**config.mk**
```make
export PLATFORM = sky130hd
export DESIGN_NAME = game_sequencer_flat
export DESIGN_NICKNAME = d
export VERILOG_FILES = /design/src/rtl/game_pkg.sv /design/src/rtl/game_sequencer_if.sv /design/src/rtl/btn_sync_edge.sv /design/src/rtl/game_sequencer.sv /design/src/flat_wrapper.sv
export SDC_FILE = /design/constraint.sdc
export NUM_CORES = 1
export LEC_CHECK = 0
export CAP_MARGIN = 20
export CORE_MARGIN = 1
export CORE_UTILIZATION = 49
export CTS_CLUSTER_DIAMETER = 60
export CTS_CLUSTER_SIZE = 24
export DETAILED_ROUTE_END_ITERATION = 10
export PLACE_DENSITY = 0.86
export SYNTH_ARGS = -nofsm -noshare
export SYNTH_HDL_FRONTEND = slang
export SYNTH_SLANG_ARGS = --single-unit
```
**constraint.sdc**
```tcl
create_clock -name clk -period 1.8 [get_ports clk]
set_input_delay 0.27 -clock clk [delete_from_list [all_inputs] [get_ports clk]]
set_output_delay 0.27 -clock clk [all_outputs]
set_load 0.005 [all_outputs]
```
**src/rtl/game_pkg.sv**
```systemverilog
// Shared definitions for the game sequencer slice.
//   game_state_e    : game_status codes driven to video/scroll/obstacle logic
//   player_status_e : outcome codes reported by the playfield logic
//   GS_W            : width of the game_status bus
package game_pkg;

  localparam int GS_W = 3;

  typedef enum logic [GS_W-1:0] {
    GS_START     = 3'd0,
    GS_PLAYING   = 3'd1,
    GS_LEVEL_UP  = 3'd2,
    GS_WORLD_UP  = 3'd3,
    GS_LIFE_LOST = 3'd4,
    GS_GAME_OVER = 3'd5,
    GS_WIN       = 3'd6
  } game_state_e;

  typedef enum logic [1:0] {
    PS_PLAYING  = 2'd0,
    PS_PASS     = 2'd1,
    PS_DIED     = 2'd2,
    PS_RESERVED = 2'd3  // behaves exactly like PS_PLAYING
  } player_status_e;

  // Transition screens that time out back into play.
  function automatic logic is_banner(game_state_e s);
    return (s == GS_LEVEL_UP) || (s == GS_WORLD_UP) || (s == GS_LIFE_LOST);
  endfunction

endpackage

```
**src/rtl/game_sequencer_if.sv**
```systemverilog
// Bundle between the game sequencer and the playfield/video side.
//   start_btn     : raw start button (asynchronous)
//   frame_tick    : one-cycle pulse per video frame
//   player_status : outcome code from the playfield
//   game_status, world, level, lives, freeze, obj_reset : sequencer outputs
// master = playfield side (drives the inputs), slave = sequencer.
interface game_sequencer_if;
  import game_pkg::*;

  logic            start_btn;
  logic            frame_tick;
  logic [1:0]      player_status;
  logic [GS_W-1:0] game_status;
  logic [1:0]      world;
  logic [2:0]      level;
  logic [3:0]      lives;
  logic            freeze;
  logic            obj_reset;

  modport master (
    output start_btn, frame_tick, player_status,
    input  game_status, world, level, lives, freeze, obj_reset
  );

  modport slave (
    input  start_btn, frame_tick, player_status,
    output game_status, world, level, lives, freeze, obj_reset
  );
endinterface

```
**src/rtl/btn_sync_edge.sv**
```systemverilog
// Button synchronizer and rising-edge detector.
//   clk, rst  : clock, asynchronous active-low reset
//   btn_in    : raw button, asynchronous to clk
//   btn_edge  : one-cycle pulse per press; a held button yields one pulse
module btn_sync_edge (
  input  logic clk,
  input  logic rst,
  input  logic btn_in,
  output logic btn_edge
);

  logic sync1_q, sync2_q, sync3_q;

  // NOTE: non-blocking assignments make each flop sample the previous stage's
  // old value, so the chain really is three registers deep.
  always_ff @(posedge clk or negedge rst) begin
    if (!rst) begin
      sync1_q <= 1'b0;
      sync2_q <= 1'b0;
      sync3_q <= 1'b0;
    end else begin
      sync1_q <= btn_in;
      sync2_q <= sync1_q;
      sync3_q <= sync2_q;
    end
  end

  assign btn_edge = sync2_q & ~sync3_q;

endmodule

```
**src/rtl/game_sequencer.sv**
```systemverilog
// Top-level game controller: sequences levels, worlds and lives, holds timed
// transition screens and re-seeds playfield objects at each attempt.
//   clk, rst : clock, asynchronous active-low reset
//   bus      : game_sequencer_if.slave (button, frame tick, player outcome in;
//              game_status/world/level/lives/freeze/obj_reset out, all registered)
module game_sequencer
  import game_pkg::*;
#(
  parameter int LEVELS_PER_WORLD = 4,
  parameter int NUM_WORLDS       = 4,
  parameter int START_LIVES      = 3,
  parameter int BANNER_FRAMES    = 120
) (
  input  logic             clk,
  input  logic             rst,
  game_sequencer_if.slave  bus
);

  localparam int          CNT_W       = $clog2(BANNER_FRAMES + 1);
  localparam logic [2:0]  LAST_LEVEL  = 3'(LEVELS_PER_WORLD - 1);
  localparam logic [1:0]  LAST_WORLD  = 2'(NUM_WORLDS - 1);
  localparam logic [3:0]  INIT_LIVES  = 4'(START_LIVES);
  localparam logic [CNT_W-1:0] BANNER_LAST = CNT_W'(BANNER_FRAMES - 1);

  logic start_edge;

  btn_sync_edge u_start_sync (
    .clk      (clk),
    .rst      (rst),
    .btn_in   (bus.start_btn),
    .btn_edge (start_edge)
  );

  game_state_e      state_q, state_d;
  player_status_e   ps_q, ps_d;
  logic [1:0]       world_q, world_d;
  logic [2:0]       level_q, level_d;
  logic [3:0]       lives_q, lives_d;
  logic [CNT_W-1:0] cnt_q, cnt_d;
  logic             entry_q, entry_d;   // first cycle inside a banner state
  logic             freeze_q, freeze_d;
  logic             obj_reset_q, obj_reset_d;

  assign ps_d = player_status_e'(bus.player_status);

  always_comb begin
    // NOTE: every _d gets a default first so no branch can infer a latch.
    state_d     = state_q;
    world_d     = world_q;
    level_d     = level_q;
    lives_d     = lives_q;
    cnt_d       = cnt_q;
    entry_d     = 1'b0;
    obj_reset_d = 1'b0;

    case (state_q)
      GS_START: begin
        world_d = 2'd0;
        level_d = 3'd0;
        lives_d = INIT_LIVES;
        if (start_edge) begin
          state_d     = GS_PLAYING;
          obj_reset_d = 1'b1;
        end
      end

      GS_PLAYING: begin
        case (ps_q)
          PS_PASS: begin
            if (level_q < LAST_LEVEL) begin
              state_d = GS_LEVEL_UP;
              level_d = level_q + 3'd1;
            end else if (world_q < LAST_WORLD) begin
              state_d = GS_WORLD_UP;
              level_d = 3'd0;
              world_d = world_q + 2'd1;
            end else begin
              state_d = GS_WIN;
            end
          end
          PS_DIED: begin
            if (lives_q > 4'd1) begin
              state_d = GS_LIFE_LOST;
              lives_d = lives_q - 4'd1;
            end else begin
              state_d = GS_GAME_OVER;
              lives_d = 4'd0;
            end
          end
          default: ;
        endcase
        // Arm the banner timer; a tick on the entry cycle is masked by entry_q.
        if (is_banner(state_d)) begin
          cnt_d   = '0;
          entry_d = 1'b1;
        end
      end

      GS_LEVEL_UP, GS_WORLD_UP, GS_LIFE_LOST: begin
        if (bus.frame_tick && !entry_q) begin
          if (cnt_q == BANNER_LAST) begin
            state_d     = GS_PLAYING;
            obj_reset_d = 1'b1;
          end else begin
            cnt_d = cnt_q + CNT_W'(1);
          end
        end
      end

      GS_GAME_OVER, GS_WIN: begin
        if (start_edge) state_d = GS_START;
      end

      default: state_d = GS_START;
    endcase

    freeze_d = (state_d != GS_PLAYING);
  end

  always_ff @(posedge clk or negedge rst) begin
    if (!rst) begin
      state_q     <= GS_START;
      ps_q        <= PS_PLAYING;
      world_q     <= 2'd0;
      level_q     <= 3'd0;
      lives_q     <= INIT_LIVES;
      cnt_q       <= '0;
      entry_q     <= 1'b0;
      freeze_q    <= 1'b1;
      obj_reset_q <= 1'b0;
    end else begin
      state_q     <= state_d;
      ps_q        <= ps_d;
      world_q     <= world_d;
      level_q     <= level_d;
      lives_q     <= lives_d;
      cnt_q       <= cnt_d;
      entry_q     <= entry_d;
      freeze_q    <= freeze_d;
      obj_reset_q <= obj_reset_d;
    end
  end

  assign bus.game_status = state_q;
  assign bus.world       = world_q;
  assign bus.level       = level_q;
  assign bus.lives       = lives_q;
  assign bus.freeze      = freeze_q;
  assign bus.obj_reset   = obj_reset_q;

endmodule

```
**src/flat_wrapper.sv**
```systemverilog
// flat-port wrapper written by rule: the top's interface ports become plain ports
module game_sequencer_flat import game_pkg::*;
#(
  parameter int LEVELS_PER_WORLD = 4,
  parameter int NUM_WORLDS       = 4,
  parameter int START_LIVES      = 3,
  parameter int BANNER_FRAMES    = 120
)
  (clk, rst, bus_start_btn, bus_frame_tick, bus_player_status, bus_game_status, bus_world, bus_level, bus_lives, bus_freeze, bus_obj_reset);
  game_sequencer_if bus_i ();
  input  logic clk;
  input  logic rst;
  input wire logic [$bits(bus_i.start_btn)-1:0] bus_start_btn;
  input wire logic [$bits(bus_i.frame_tick)-1:0] bus_frame_tick;
  input wire logic [$bits(bus_i.player_status)-1:0] bus_player_status;
  output wire logic [$bits(bus_i.game_status)-1:0] bus_game_status;
  output wire logic [$bits(bus_i.world)-1:0] bus_world;
  output wire logic [$bits(bus_i.level)-1:0] bus_level;
  output wire logic [$bits(bus_i.lives)-1:0] bus_lives;
  output wire logic [$bits(bus_i.freeze)-1:0] bus_freeze;
  output wire logic [$bits(bus_i.obj_reset)-1:0] bus_obj_reset;
  assign bus_i.start_btn = bus_start_btn;
  assign bus_i.frame_tick = bus_frame_tick;
  assign bus_i.player_status = bus_player_status;
  assign bus_game_status = bus_i.game_status;
  assign bus_world = bus_i.world;
  assign bus_level = bus_i.level;
  assign bus_lives = bus_i.lives;
  assign bus_freeze = bus_i.freeze;
  assign bus_obj_reset = bus_i.obj_reset;
  game_sequencer #(.LEVELS_PER_WORLD(LEVELS_PER_WORLD), .NUM_WORLDS(NUM_WORLDS), .START_LIVES(START_LIVES), .BANNER_FRAMES(BANNER_FRAMES)) u_core (.clk(clk), .rst(rst), .bus(bus_i));
endmodule
```
# Word level (Yosys, flattened, before mapping)
# Cells that the tools add are included.
[totals]
ff_bits = 27
inputBits = 6
out_inout_bits = 14
word_cells = 86
[classes]
n_addsub = 4
magnitude_cmp = 3
n_eq_ne = 21
muxes = 31
bitwise_logic = 2
reduce_logical = 13
[op_table]
columns = ["operator", "count"]
rows = [
  ["3-bit 2-to-1 mux", 10],
  ["7-bit 2-to-1 mux", 3],
  ["7-bit case mux with 2 select lines", 1],
  ["3-bit by 2-bit equality test with 1-bit output, second input constant", 4],
  ["3-bit equality test, second input constant", 4],
  ["3-bit case mux with 2 select lines", 2],
  ["3-bit case mux with 4 select lines", 1],
  ["4-bit 2-to-1 mux", 2],
  ["2-bit != test, second input constant", 4],
  ["4-bit case mux with 2 select lines", 1],
  ["4-bit AND reduction", 2],
  ["7-bit by 1-bit adder with 7-bit output, second input constant", 1],
  ["7-bit equality test, second input constant", 1],
  ["1-bit 2-to-1 mux", 6],
  ["2-bit 2-to-1 mux", 3],
  ["2-bit by 1-bit != test with 1-bit output, second input constant", 3],
  ["3-bit by 1-bit != test with 1-bit output, second input constant", 2],
  ["4-bit by 1-bit > comparator with 1-bit output, second input constant", 1],
  ["2-bit case mux with 2 select lines", 1],
  ["2-bit nonzero test", 2],
  ["4-bit by 1-bit subtractor with 4-bit output, second input constant", 1],
  ["3-bit by 1-bit adder with 3-bit output, second input constant", 1],
  ["3-bit by 1-bit equality test with 1-bit output, second input constant", 1],
  ["3-bit logical NOT", 1],
  ["other kinds (15)", 16],
]

# Depth between registers and ports, before layout
[depth]
ltp_word = 10
ltp_mapped = 7
ltp_nobuf = 6

# Cells and area by module
# A second synthesis with hierarchy kept.
[hier_totals]
hier_cells = 150
area_unflattened_um2 = 1584.0
[modules_own_cells]
columns = ["mod", "n_inst", "cells_per_inst", "area_per_inst_um2", "seq_area_each_um2"]
rows = [
  ["game_sequencer", 1, 146, 1495.2, 604.3],
  ["btn_sync_edge", 1, 4, 88.8, 75.1],
]

# Worst setup path before layout
# No wires, ideal clock.
[synth_path]
path_type = "register -> register"
start = "register u_core.ps_q[0]"
end = "register u_core.lives_q[3], in the netlist u_core.bus.lives[3]"
setup_ns = 0.076
arrival_time_ns = 1.672
required_ns = 1.724
path_slack_ns = 0.052
path_stages_with_launch = 8
period_less_slack_ns = 1.748
path_cell_list = "dfrtp_1 -> inv_1 -> ha_1 -> buf_2 -> or4b_1 -> or3_1 -> a2bb2oi_1 -> o21ai_1"
[synth_between]
elab_chain_len = 3
[synth_lines]
columns = ["element", "line_no", "text"]
rows = [
  ["from (decl)", "game_sequencer.sv:35", "player_status_e ps_q, ps_d;"],
  ["from (signal assigned)", "game_sequencer.sv:133", "ps_q <= ps_d;"],
  ["2-bit equality test", "game_sequencer.sv:68", "case (ps_q)"],
  ["2-bit != test (no line)", "-", ""],
  ["2-bit AND reduction (no line)", "-", ""],
  ["to (signal assigned)", "game_sequencer.sv:136", "lives_q <= lives_d;"],
  ["to (decl)", "game_sequencer.sv:38", "logic [3:0] lives_q, lives_d;"],
]
# Every way passes these cells.
# A chain may end at the register's enable or synchronous reset.

# Final worst setup path
[layout_path]
start = "register u_core.state_q[0], in the netlist u_core.bus.game_status[0]"
end = "output port bus_game_status[0]"
[layout_rtl]
columns = ["element", "line_no", "text"]
rows = [
  ["from (decl)", "game_sequencer.sv:34", "game_state_e state_q, state_d;"],
  ["from (signal assigned)", "game_sequencer.sv:132", "state_q <= state_d;"],
  ["to (decl)", "flat_wrapper.sv:16", "output wire logic [$bits(bus_i.game_status)-1:0] bus_game_status;"],
]
# No word-level cell between the ends.

==> impl_metrics.tcl <==
set metrics [dict create \
    async_reset_ff_frac 1.00 \
    use_met3 0.0379 \
    power_density_nw_per_um2 1100 \
    busiest_layer "met2" \
    vias_per_cell 6.15 \
    root_buffer "clkbuf_4" \
    p_sw_frac 0.378 \
    grt_pass1_wl_um 5290 \
    ys_seq_area_frac 0.446 \
    ys_ff_latch 27 \
    area_growth_syn_to_layout_pct 22.6 \
    layout-drive-gt1-share 0.198 \
    cp_cell_sequence "clkdlybuf4s50_1" \
    hold_viol 0 \
    outcome "complete, but fails checks" \
    p_int_mw 1.27 \
    pwr-share-seq 0.439 \
    start_kind "flip-flop" \
    yosys.area.top_type "dfrtp_1" \
    globalRouteOverflowTotal 0 \
    globalRouteMet2Util 0.355 \
    rrSetupSlack_ns 0.05 \
    required_ns 1.53 \
    die_w_um 57.7 \
    die_area_um2 3330 \
    vias 1311 \
    p_clk_frac 0.130 \
    grt_max_degree 28 \
    cts_buffers 3 \
    numPortBuffers 19 \
    ys.flop_type "dfrtp_1" \
    period_needed_ns 1.77 \
    max_slew_margin 0.680 \
    p_sw_mw 0.775 \
    grt_pass1_vias 1254 \
    cts_tree "built" \
    wl_per_cell_um 15.3 \
    ys_top_cells_by_area "dfrtp_1 (39%), ha_1 (5.8%), dfstp_2 (5.2%), o21ai_0 (4.3%), inv_1 (3.0%)" \
    hpwl_um 2310 \
    use_met1 0.254 \
    period_share 0.984 \
    end_kind "output port" \
    failed_checks "design-rule violations" \
    yosys_warnings 0 \
    final_cells 213 \
    finalSetupViolations 0 \
    fin_worst_skew_ns 0.00312 \
    maxCapViolCount 0 \
    ff2ff_path_depth 6 \
    synth_edf_count 0 \
    clkSinkCount 27 \
    critPathMaxStageDelay_ns 0.59 \
    dp_slack_ns -0.00372 \
    worst_r2r_endpoint "u_core.bus.lives[3]$_DFFE_PN0P_" \
    comb_power_share 0.432 \
    diodes 0 \
    clk_latency_ns 0.33 \
    synth_nets 166 \
    core_um2 2850 \
    synth_top_area_frac 0.394 \
    drt-total-wl_um 3250 \
    worst_slack_ns 0.0295 \
    initial_core_util 0.534 \
    final_core_util 0.654 \
    grt_antenna_before_repair 0 \
    rows 19 \
    htree_levels 1 \
    syn_inst 153 \
    fin_nets 196 \
    syn_area_per_cell_um2 9.95 \
    dr.pass1.iters 7 \
    ctsLongestPathBuffers 2 \
    critical_path_class "flip-flop to output port" \
    slew_violations 0 \
    crit_path_max_fanout 9 \
    dp.cells 208 \
    grtUsageTotal 0.207 \
    worstPathArrival_ns 1.50 \
    drtIter0Drc 62 \
    clk_pin_slew_ns 0.14 \
    synth.distinct_cells 49 \
    crit_family "flip-flops" \
    rsz0062_at_grt "yes" \
    hp-class "primary input to async pin" \
    worst_pin_slew_ns 0.476 \
    ios 20 \
    drc 3 \
    cp_num_buf_inv 1 \
    netlist_area_um2 1520 \
    fill_cells 208 \
    gp_congestion 0.888 \
    leakagePower_nw 0.813 \
    startpoint "u_core.bus.game_status[0]$_DFF_PN0_" \
    r2r-start "u_core.ps_q[0]$_DFF_PN0_" \
    max_freq_mhz 565 \
    hold_buffers 0 \
    slowest_stage "dfrtp_1" \
    die_h_um 57.7 \
    ir_worst_vdd_mv 0.535 \
    postRouteAntennaNets 0 \
]
==> per-stage QoR <==
step | power (mW) | cell area (um2) | hold slack (ns) | setup TNS, ns
2_1_floorplan | 1.38 | 1520 | -0.0256 | 0
3_3_place_gp | 1.69 | 1790 | 0.342 | 0
3_5_place_dp | 1.74 | 1790 | 0.336 | -0.00372
4_1_cts | 2.00 | 1820 | 0.297 | 0
5_1_grt | 2.18 | 1870 | 0.306 | -0.0546
6_report | 2.05 | 1870 | 0.281 | 0
==> cell families after synthesis <==
logic type      share of synthesized area
compound gates                      0.216
xor+xnor                          0.00575
fa+ha+maj                          0.0641
buf+inv                            0.0608
flops                               0.446
mux                               0.00739
simple gates                        0.200
==> worst max-delay path by stage <==
stage / to / cells after the start
CTS: u_core.bus.lives[3]$_DFFE_PN0P_ / 6
floorplan: u_core.bus.lives[3]$_DFFE_PN0P_ / 7
finish: bus_game_status[0] / 1
global placement: u_core.cnt_q[3]$_DFFE_PN0P_ / 5
global route: u_core.bus.lives[3]$_DFFE_PN0P_ / 6
detailed placement: u_core.cnt_q[6]$_DFFE_PN0P_ / 5
==> registers in the layout (all words and copies together) (netlist names) <==
signal / cells
u_core.u_start_sync.sync1_q: 1
u_core.bus.game_status: 3
u_core.ps_q: 2
u_core.bus.obj_reset: 1
u_core.bus.level: 3
u_core.bus.lives: 4
u_core.bus.freeze: 1
u_core.u_start_sync.sync3_q: 1
u_core.entry_q: 1
u_core.u_start_sync.sync2_q: 1
u_core.cnt_q: 7
u_core.bus.world: 2
==> final cells by class <==
class,instances,area [um2],share of cell area
Multi-Input combinational cell,107,790,0.423
Sequential cell,27,679,0.364
Timing Repair Buffer,32,288,0.154
Inverter,12,45.0,0.0241
Tap cell,31,38.8,0.0208
Clock buffer,4,26.3,0.0141
==> power groups by stage <==
stage	clock (mW)	combinational [mW]	sequential, mW
floorplan	0	0.533	0.847
global placement	0	0.800	0.889
detailed placement	0	0.832	0.904
CTS	0.271	0.839	0.892
global route	0.290	0.983	0.911
finish	0.266	0.883	0.897
==> Yosys cell counts (all sizes together) (2+ instances only) <==
library cell  number
dfrtp             24
o21ai             15
inv               12
a21oi              7
buf                7
ha                 7
nand2              7
nor2               7
a22o               5
o211ai             5
nand3              4
o31ai              4
or3                4
dfstp              3
nand2b             3
nand4              3
a31oi              2
and4b              2
nor2b              2
nor4b              2
or2                2
or4                2
or4b               2
==> layer usage <==
layer | up-vias | part of all wire | wire (um)
met5 | - | 0 | 0
met4 | 0 | 0.031 | 102
met3 | 9 | 0.065 | 213
met2 | 52 | 0.47 | 1540
met1 | 623 | 0.43 | 1400
li1 | 627 | - | -
==> cell usage in the layout, fill, tap and decap left out, types with 2 or more instances in the layout <==
cell type | synthesis | final
nor4b_1 | 2 | 2
and4b_1 | 2 | 2
or3_1 | 3 | 3
a22o_1 | 5 | 5
o21ai_0 | 13 | 13
o211ai_1 | 5 | 5
nor2b_1 | 2 | 2
dfstp_2 | 3 | 3
nand3_1 | 4 | 4
buf_4 | 0 | 13
a21oi_1 | 7 | 7
or4_1 | 2 | 2
inv_1 | 12 | 11
clkbuf_4 | 0 | 3
nor2_1 | 7 | 7
nand4_1 | 3 | 3
clkdlybuf4s50_1 | 0 | 19
nand2b_1 | 3 | 3
o21ai_1 | 2 | 2
nand2_1 | 7 | 7
dfrtp_1 | 24 | 24
a31oi_1 | 2 | 2
or2_2 | 2 | 2
o31ai_1 | 4 | 4
or4b_4 | 0 | 2
ha_1 | 7 | 5
==> timing repair <==
| action | CTS | global route |
|---|---|---|
| setup buffers | 0 | 1 |
| setup endpoints to repair | 1 | 4 |
| resized for setup | 1 | 9 |
| pin swaps | 0 | 2 |
No activity file was read; power rests on OpenSTA's default activity.
